**config.mk**
```make
export PLATFORM = sky130hd
export DESIGN_NAME = dtcm_arbiter
export DESIGN_NICKNAME = d
export VERILOG_FILES = /design/src/rtl/dtcm_arbiter.sv
export SDC_FILE = /design/constraint.sdc
export NUM_CORES = 1
export LEC_CHECK = 0
export BUFFER_PORTS_ARGS = -buffer_cell sky130_fd_sc_hd__buf_2
export CAP_MARGIN = 30
export CORE_MARGIN = 8
export CORE_UTILIZATION = 44
export DETAILED_ROUTE_END_ITERATION = 7
export GPL_ROUTABILITY_DRIVEN = 0
export GPL_TIMING_DRIVEN = 0
export PLACE_DENSITY = 0.84
export SETUP_SLACK_MARGIN = 0.3
export SLEW_MARGIN = 20
export SYNTH_ARGS = -nofsm -noshare
export SYNTH_HDL_FRONTEND = slang
export SYNTH_SLANG_ARGS = --single-unit
export TNS_END_PERCENT = 30
```
**constraint.sdc**
```tcl
create_clock -name clk -period 3.4 [get_ports clk]
set_input_delay 0.17 -clock clk [delete_from_list [all_inputs] [get_ports clk]]
set_output_delay 0.17 -clock clk [all_outputs]
set_load 0.1 [all_outputs]
```
**src/rtl/dtcm_arbiter.sv**
```systemverilog
// rtl/dtcm_arbiter.sv - D-TCM two-port arbiter with read-modify-write sequencing for partial writes
// Optional round-robin arbitration: DTCM_ARB_RR_EN
module dtcm_arbiter #(
    parameter int DATA_WIDTH = 32,
    parameter int ADDR_WIDTH = 10,
    localparam int BE_WIDTH  = DATA_WIDTH / 8
) (
    input  logic                  clk,
    input  logic                  rst_n,
    input  logic                  core_req_valid,
    output logic                  core_req_ready,
    input  logic                  core_req_we,
    input  logic [BE_WIDTH-1:0]   core_req_be,
    input  logic [ADDR_WIDTH-1:0] core_req_addr,
    input  logic [DATA_WIDTH-1:0] core_req_wdata,
    output logic                  core_rsp_valid,
    output logic [DATA_WIDTH-1:0] core_rsp_rdata,
    input  logic                  dma_req_valid,
    output logic                  dma_req_ready,
    input  logic                  dma_req_we,
    input  logic [BE_WIDTH-1:0]   dma_req_be,
    input  logic [ADDR_WIDTH-1:0] dma_req_addr,
    input  logic [DATA_WIDTH-1:0] dma_req_wdata,
    output logic                  dma_rsp_valid,
    output logic [DATA_WIDTH-1:0] dma_rsp_rdata,
    output logic                  mem_we,
    output logic [ADDR_WIDTH-1:0] mem_addr,
    output logic [DATA_WIDTH-1:0] mem_wdata,
    input  logic [DATA_WIDTH-1:0] mem_rdata
);

    typedef enum logic {IDLE, RMW} state_t;

    state_t                state_q, state_d;
    logic [ADDR_WIDTH-1:0] rmw_addr_q, rmw_addr_d;
    logic [BE_WIDTH-1:0]   rmw_be_q, rmw_be_d;
    logic [DATA_WIDTH-1:0] rmw_wdata_q, rmw_wdata_d;
    logic                  rmw_owner_q, rmw_owner_d;   // 1 = dma
    logic                  rsp_core_q, rsp_core_d;
    logic                  rsp_dma_q, rsp_dma_d;
    logic                  rsp_read_q, rsp_read_d;

    logic                  grant_core, grant_dma, accept;
    logic                  sel_we;
    logic [BE_WIDTH-1:0]   sel_be;
    logic [ADDR_WIDTH-1:0] sel_addr;
    logic [DATA_WIDTH-1:0] sel_wdata;
    logic                  sel_full, sel_empty;
    logic [DATA_WIDTH-1:0] merged;

`ifdef DTCM_ARB_RR_EN
    logic prio_dma_q, prio_dma_d;

    always_comb begin
        grant_core = 1'b0;
        grant_dma  = 1'b0;
        if (rst_n && state_q == IDLE) begin
            if (core_req_valid && dma_req_valid) begin
                grant_dma  = prio_dma_q;
                grant_core = !prio_dma_q;
            end else begin
                grant_core = core_req_valid;
                grant_dma  = dma_req_valid;
            end
        end
        prio_dma_d = accept ? grant_core : prio_dma_q;
    end

    always_ff @(posedge clk) begin
        if (!rst_n) prio_dma_q <= 1'b0;
        else        prio_dma_q <= prio_dma_d;
    end
`else
    always_comb begin
        grant_core = 1'b0;
        grant_dma  = 1'b0;
        if (rst_n && state_q == IDLE) begin
            grant_core = core_req_valid;
            grant_dma  = dma_req_valid && !core_req_valid;
        end
    end
`endif

    assign accept         = grant_core || grant_dma;
    assign core_req_ready = grant_core;
    assign dma_req_ready  = grant_dma;

    assign sel_we    = grant_dma ? dma_req_we    : core_req_we;
    assign sel_be    = grant_dma ? dma_req_be    : core_req_be;
    assign sel_addr  = grant_dma ? dma_req_addr  : core_req_addr;
    assign sel_wdata = grant_dma ? dma_req_wdata : core_req_wdata;
    assign sel_full  = &sel_be;
    assign sel_empty = (sel_be == '0);

    always_comb begin
        merged = '0;
        for (int i = 0; i < BE_WIDTH; i++) begin
            merged[8*i +: 8] = rmw_be_q[i] ? rmw_wdata_q[8*i +: 8] : mem_rdata[8*i +: 8];
        end
    end

    always_comb begin
        state_d     = state_q;
        rmw_addr_d  = rmw_addr_q;
        rmw_be_d    = rmw_be_q;
        rmw_wdata_d = rmw_wdata_q;
        rmw_owner_d = rmw_owner_q;
        rsp_core_d  = 1'b0;
        rsp_dma_d   = 1'b0;
        rsp_read_d  = 1'b0;
        mem_we      = 1'b0;
        mem_addr    = '0;
        mem_wdata   = '0;
        case (state_q)
            IDLE: begin
                if (accept) begin
                    mem_addr = sel_addr;
                    if (sel_we && !sel_full && !sel_empty) begin
                        // Partial write: this cycle reads the old word, next cycle writes the merge
                        rmw_addr_d  = sel_addr;
                        rmw_be_d    = sel_be;
                        rmw_wdata_d = sel_wdata;
                        rmw_owner_d = grant_dma;
                        state_d     = RMW;
                    end else begin
                        mem_we     = sel_we && sel_full;
                        mem_wdata  = (sel_we && sel_full) ? sel_wdata : '0;
                        rsp_core_d = grant_core;
                        rsp_dma_d  = grant_dma;
                        rsp_read_d = !sel_we;
                    end
                end
            end
            RMW: begin
                if (rst_n) begin
                    mem_we     = 1'b1;
                    mem_addr   = rmw_addr_q;
                    mem_wdata  = merged;
                    rsp_core_d = !rmw_owner_q;
                    rsp_dma_d  = rmw_owner_q;
                end
                state_d = IDLE;
            end
            default: state_d = IDLE;
        endcase
    end

    always_ff @(posedge clk) begin
        if (!rst_n) begin
            state_q     <= IDLE;
            rmw_addr_q  <= '0;
            rmw_be_q    <= '0;
            rmw_wdata_q <= '0;
            rmw_owner_q <= 1'b0;
            rsp_core_q  <= 1'b0;
            rsp_dma_q   <= 1'b0;
            rsp_read_q  <= 1'b0;
        end else begin
            state_q     <= state_d;
            rmw_addr_q  <= rmw_addr_d;
            rmw_be_q    <= rmw_be_d;
            rmw_wdata_q <= rmw_wdata_d;
            rmw_owner_q <= rmw_owner_d;
            rsp_core_q  <= rsp_core_d;
            rsp_dma_q   <= rsp_dma_d;
            rsp_read_q  <= rsp_read_d;
        end
    end

    assign core_rsp_valid = rst_n && rsp_core_q;
    assign dma_rsp_valid  = rst_n && rsp_dma_q;
    assign core_rsp_rdata = (core_rsp_valid && rsp_read_q) ? mem_rdata : '0;
    assign dma_rsp_rdata  = (dma_rsp_valid && rsp_read_q) ? mem_rdata : '0;

endmodule

```
* Word-level counts from Yosys, hierarchy flattened
Index checks and enable logic that the tools add are counted.
Word-level totals: register bits 51, input bits 130, logic and storage cells 63
Cells by class: mux-type cells 33, bitwise logic cells 3, reduce and logical (&&, ||, !) cells 19
Operators by type and width (count):
- 2-to-1 mux 32 bit | 7
- case mux 32 bit (2 select lines) | 1
- 2-to-1 mux 8 bit | 4
- 2-to-1 mux 10 bit | 3
- case mux 10 bit (2 select lines) | 1
- 2-to-1 mux 1 bit | 12
- logical AND 1 bit | 9
- case mux 1 bit (2 select lines) | 4
- zero test 1 bit | 5
- zero test 4 bit | 1
- 2-to-1 mux 4 bit | 1
- AND reduction 4 bit | 1
- OR reduction 4 bit | 1
- inverter 1 bit | 3
- AND reduction 3 bit | 1
- logical OR 1 bit | 1

* Longest topological paths before layout
depth after elaboration 11, depth in mapped cells 9, gate-level depth less buffers 5

* Worst setup path after synthesis
Ideal clock, no wire load.
path type reg2out, from register state_q, to output port mem_addr[1], arrival time 3.020 ns, setup slack 0.210 ns, stages on the path, launching flop included 8, buffers on the path 3, cells stage by stage dfxtp_1 -> nand4bb_1 -> buf_4 -> inv_2 -> buf_2 -> clkbuf_1 -> a22oi_1 -> nand2_1
On the way: longest elaborated chain between the ends 6, elaborated cells between the ends (all ways) 8, classes of those cells 5 x mux; 1 x bitwise; 2 x reduce/logical
Ends and longest elaborated chain:
- start, declared | line 34 | state_t state_q, state_d;
- start signal, assigned | line 159 | state_q <= state_d;
- inverter 1 bit (*)
- logical AND 1 bit (*) | line 77 | if (rst_n && state_q == IDLE) begin
- 2-to-1 mux 1 bit (*) | line 77
- named net dma_req_ready | line 19 | output logic dma_req_ready,
- 2-to-1 mux 10 bit / logical OR 1 bit (equally long branches) | line 90, 84
- 2-to-1 mux 10 bit (*) | line 116 | if (accept) begin
- case mux 10 bit (2 select lines) (*) | line 114 | case (state_q)
- end, declared | line 27 | output logic [ADDR_WIDTH-1:0] mem_addr,
Mark *: on every way through the listed nets, which the timed path passes. The rest lies on a longest branch.

* Worst setup path after layout
from register state_q, to output port mem_wdata[2]
On the way: longest elaborated chain between the ends 11, elaborated cells between the ends (all ways) 19, classes of those cells 9 x mux; 1 x bitwise; 9 x reduce/logical
Ends and longest elaborated chain:
- inverter 1 bit
- logical AND 1 bit | line 77
- 2-to-1 mux 1 bit | line 77
- 2-to-1 mux 4 bit | line 89 | assign sel_be = grant_dma ? dma_req_be : core_req_be;
- AND reduction 4 bit | line 92 | assign sel_full = &sel_be;
- zero test 1 bit | line 118 | if (sel_we && !sel_full && !sel_empty) begin
- logical AND 1 bit (2 in a row) | line 118
- 2-to-1 mux 32 bit | line 118
- 2-to-1 mux 32 bit | line 116
- case mux 32 bit (2 select lines) (*) | line 114
- end, declared | line 28 | output logic [DATA_WIDTH-1:0] mem_wdata,
Mark *: on every way between the ends. The rest lies on a longest branch, timed or not.

==> metrics.txt <==
Final Routed Wirelength=14.2 mm; Worst-Margin Slew=0.727 ns; Max Fclk=0.355 GHz; Power Density=311 mW/mm²; TritonCTS buffer count=5; Synth Area per Inst=8.43 µm²; Max-cap violations=0; fin util=0.619; setup tns final=0 ns; period utilization=0.828; Antenna Cells=0; R2R setup slack=1.19 ns; r2r worst-path depth=8; Fin. Hold Viols=0; largest net degree at the start of global routing=15; post-synthesis sequential area ratio=0.286; H-tree levels=2; chip width=106 µm; clock tree root driver cell=clkbuf_8; commonest non-fill, non-tap cell in the layout=buf_2; worst-skew pair later-pin latency=0.30 ns; number of global-route vias before repair=4,561; net count reported at finish=800; RSZ-0062 raised after global routing=no; number of synthesis warnings=0; Slew Viols, Final=0; CP max stage cell=o21ai_1; number of port buffers=239; dpl cells=768; post-cts resize count=0; outcome=finished clean; count of cell types in the netlist=37; drt via density=5.54; die height=106 µm; CTS tree=yes; LEAKAGE=2.46 nW; syn_nets=554; nature of the critical path endpoint=output port; area grow syn2layout=39.4%; CP startpoint=state_q$_SDFF_PP0_; Crit Path Class=flip-flop to output port; drt pass-1 iters=4; min Tclk post-route=2.81 ns; Setup Fix Bufs, Post-CTS=0; Hold Startpoint=core_req_we; fillers=722; hold buffer count at cts=0; CP delay by family, top=buffers and inverters; hold path endpoint=rsp_read_q$_SDFF_PP0_; Global Route Usage Sum=0.237; via count of the routed design=4,296; first-pass GRT wire length=22.2 mm; CORE AREA=0.00805 mm²; number of synthesized register bits=51; crit path cell chain=nand4bb_1 > buf_4 > and2_0 > o21ai_1 > clkbuf_1 > o22ai_1 > buf_2; Initial Utilization=0.444; crit-path max cell delay=0.46 ns; Startpoint Class=flip-flop; worst r2r src=state_q$_SDFF_PP0_; DRC=0; Netlist Area Pre-Place=0.00357 mm²; ratio of cells with drive above 1 in the final layout=0.441; initial antenna violation count=0; Max IR drop VDD=0.000236 V; # setup viols final=0; DR WL/cell=18.3 µm; CTS max path bufs=2; Row Count=33; Worst Hold Depth=2; CP arrival=2.64 ns; clk sinks=51; HPWL after DPL=11.3 mm; Worst EP required=3.23 ns; CP max FO=10; Hold Crit Class=input port to flip-flop; worst rel slew slack=0.516; total grt overflow=0; Die Footprint=0.0113 mm²; Worst Skew=0.00388 ns; clock slew at reported path FFs=0.09 ns; Initial DRC Count=172; IO Count=241; most frequent cells in the layout=buf_2, nand2_1, and2_1; Buffers & Inverters on Critical Path=3; reg-to-reg endpoint=rmw_wdata_q[25]$_SDFFE_PN0P_; Routed Antenna Nets=0; cells after synthesis=424; non-filler cells, final=776
cells in the mapped netlist:
cell type  instances  area share
or4_1              1      0.0021
nor2_1             1      0.0010
o21a_1             1      0.0021
and2_0             1      0.0018
dfxtp_1           51        0.29
inv_1              2      0.0021
inv_2              1      0.0010
nand3b_1           1      0.0021
mux2i_1           65        0.18
buf_1              4      0.0042
a21oi_1            1      0.0014
o221a_1            6       0.019
nand4_1            1      0.0018
buf_2              7      0.0098
o21ai_0            1      0.0014
nand3_1            6      0.0084
a22oi_1           10       0.021
a211o_1            1      0.0025
buf_4              4      0.0084
or3_4              1      0.0031
nor3b_1            3      0.0063
o22ai_1           44       0.077
a21boi_2           1      0.0031
nand2_1           73       0.077
and4_1             1      0.0025
a22o_1             1      0.0025
a21bo_2            1      0.0028
buf_6              5       0.016
nand4bb_1          1      0.0031
and3_1             2      0.0035
o21ai_1            1      0.0014
nor4_1             1      0.0018
a21boi_0           1      0.0021
and2_1            68        0.12
o221a_2           30       0.095
clkbuf_1          24       0.025
a211oi_1           1      0.0021
worst max path at each step:
| stage | endpoint | slack, ns | cells past startpoint |
|---|---|---|---|
| 3_3_place_gp | mem_wdata[17] | 1.03 | 7 |
| 6_report | mem_wdata[2] | 0.59 | 7 |
| 5_1_grt | mem_wdata[6] | 0.42 | 7 |
| 2_1_floorplan | mem_wdata[17] | 0.48 | 7 |
| 4_1_cts | mem_wdata[6] | 0.61 | 7 |
| 3_5_place_dp | mem_wdata[6] | 0.94 | 7 |
layout make-up:
type | count | area [µm²] | share of cell area
clock buffer | 7 | 76.3 | 0.0153
timing repair buffer | 239 | 1200 | 0.240
sequential | 51 | 1020 | 0.205
inverter | 3 | 11.3 | 0.00226
tap | 105 | 131 | 0.0264
buffer | 44 | 228 | 0.0457
clock inverter | 1 | 5.00 | 0.00100
multi-input combinational | 326 | 2320 | 0.465
flip-flops by register name, indices dropped and copies added, names as in the netlist:
name / flops
rmw_wdata_q: 32
rsp_read_q: 1
rmw_addr_q: 10
rmw_be_q: 4
rsp_core_q: 1
rmw_owner_q: 1
rsp_dma_q: 1
state_q: 1
metrics by stage:
stage / total power [W] / hold slack, ns / instance area, µm² / worst slack (ns)
after floorplan: 0.00105 / 0.264 / 3580 / 0.477
after global placement: 0.00120 / 0.409 / 4900 / 1.03
after detailed placement: 0.00122 / 0.437 / 4900 / 0.942
after CTS: 0.00156 / 0.119 / 4980 / 0.607
after global routing: 0.00162 / 0.128 / 4980 / 0.418
final: 0.00155 / 0.132 / 4980 / 0.586
power by group:
| part | internal, W | switching (W) | total (W) |
|---|---|---|---|
| registers | 0.000636 | 0.0000205 | 0.000656 |
| logic | 0.000182 | 0.000371 | 0.000553 |
| clock network | 0.000145 | 0.000198 | 0.000343 |
| total | 0.000963 | 0.000589 | 0.00155 |
routing by layer:
metal  wire length, µm  track usage  up-vias
met5                 0            0        -
met2              7370        0.438      190
met3              1150       0.0708       10
met4               141       0.0593        0
li1                  -            -     2046
met1              5580        0.256     2050
cells by family after synthesis:
kind of cell	count (synthesis)	share of synthesized area
buffers and inverters	47	0.0665
AO/OA/AOI/OAI	100	0.233
AND/OR/NAND/NOR	161	0.233
flip-flops	51	0.286
multiplexers	65	0.182
worst register-to-register path: cells and delay by family, from the launching register on:
| family | cells | cell delay, ns |
|---|---|---|
| buffers and inverters | 4 | 0.88 |
| flip-flops | 1 | 0.37 |
| multiplexers | 1 | 0.32 |
| AND/OR/NAND/NOR | 2 | 0.30 |
| AO/OA/AOI/OAI | 1 | 0.25 |
(Power assumes the default switching activity.)
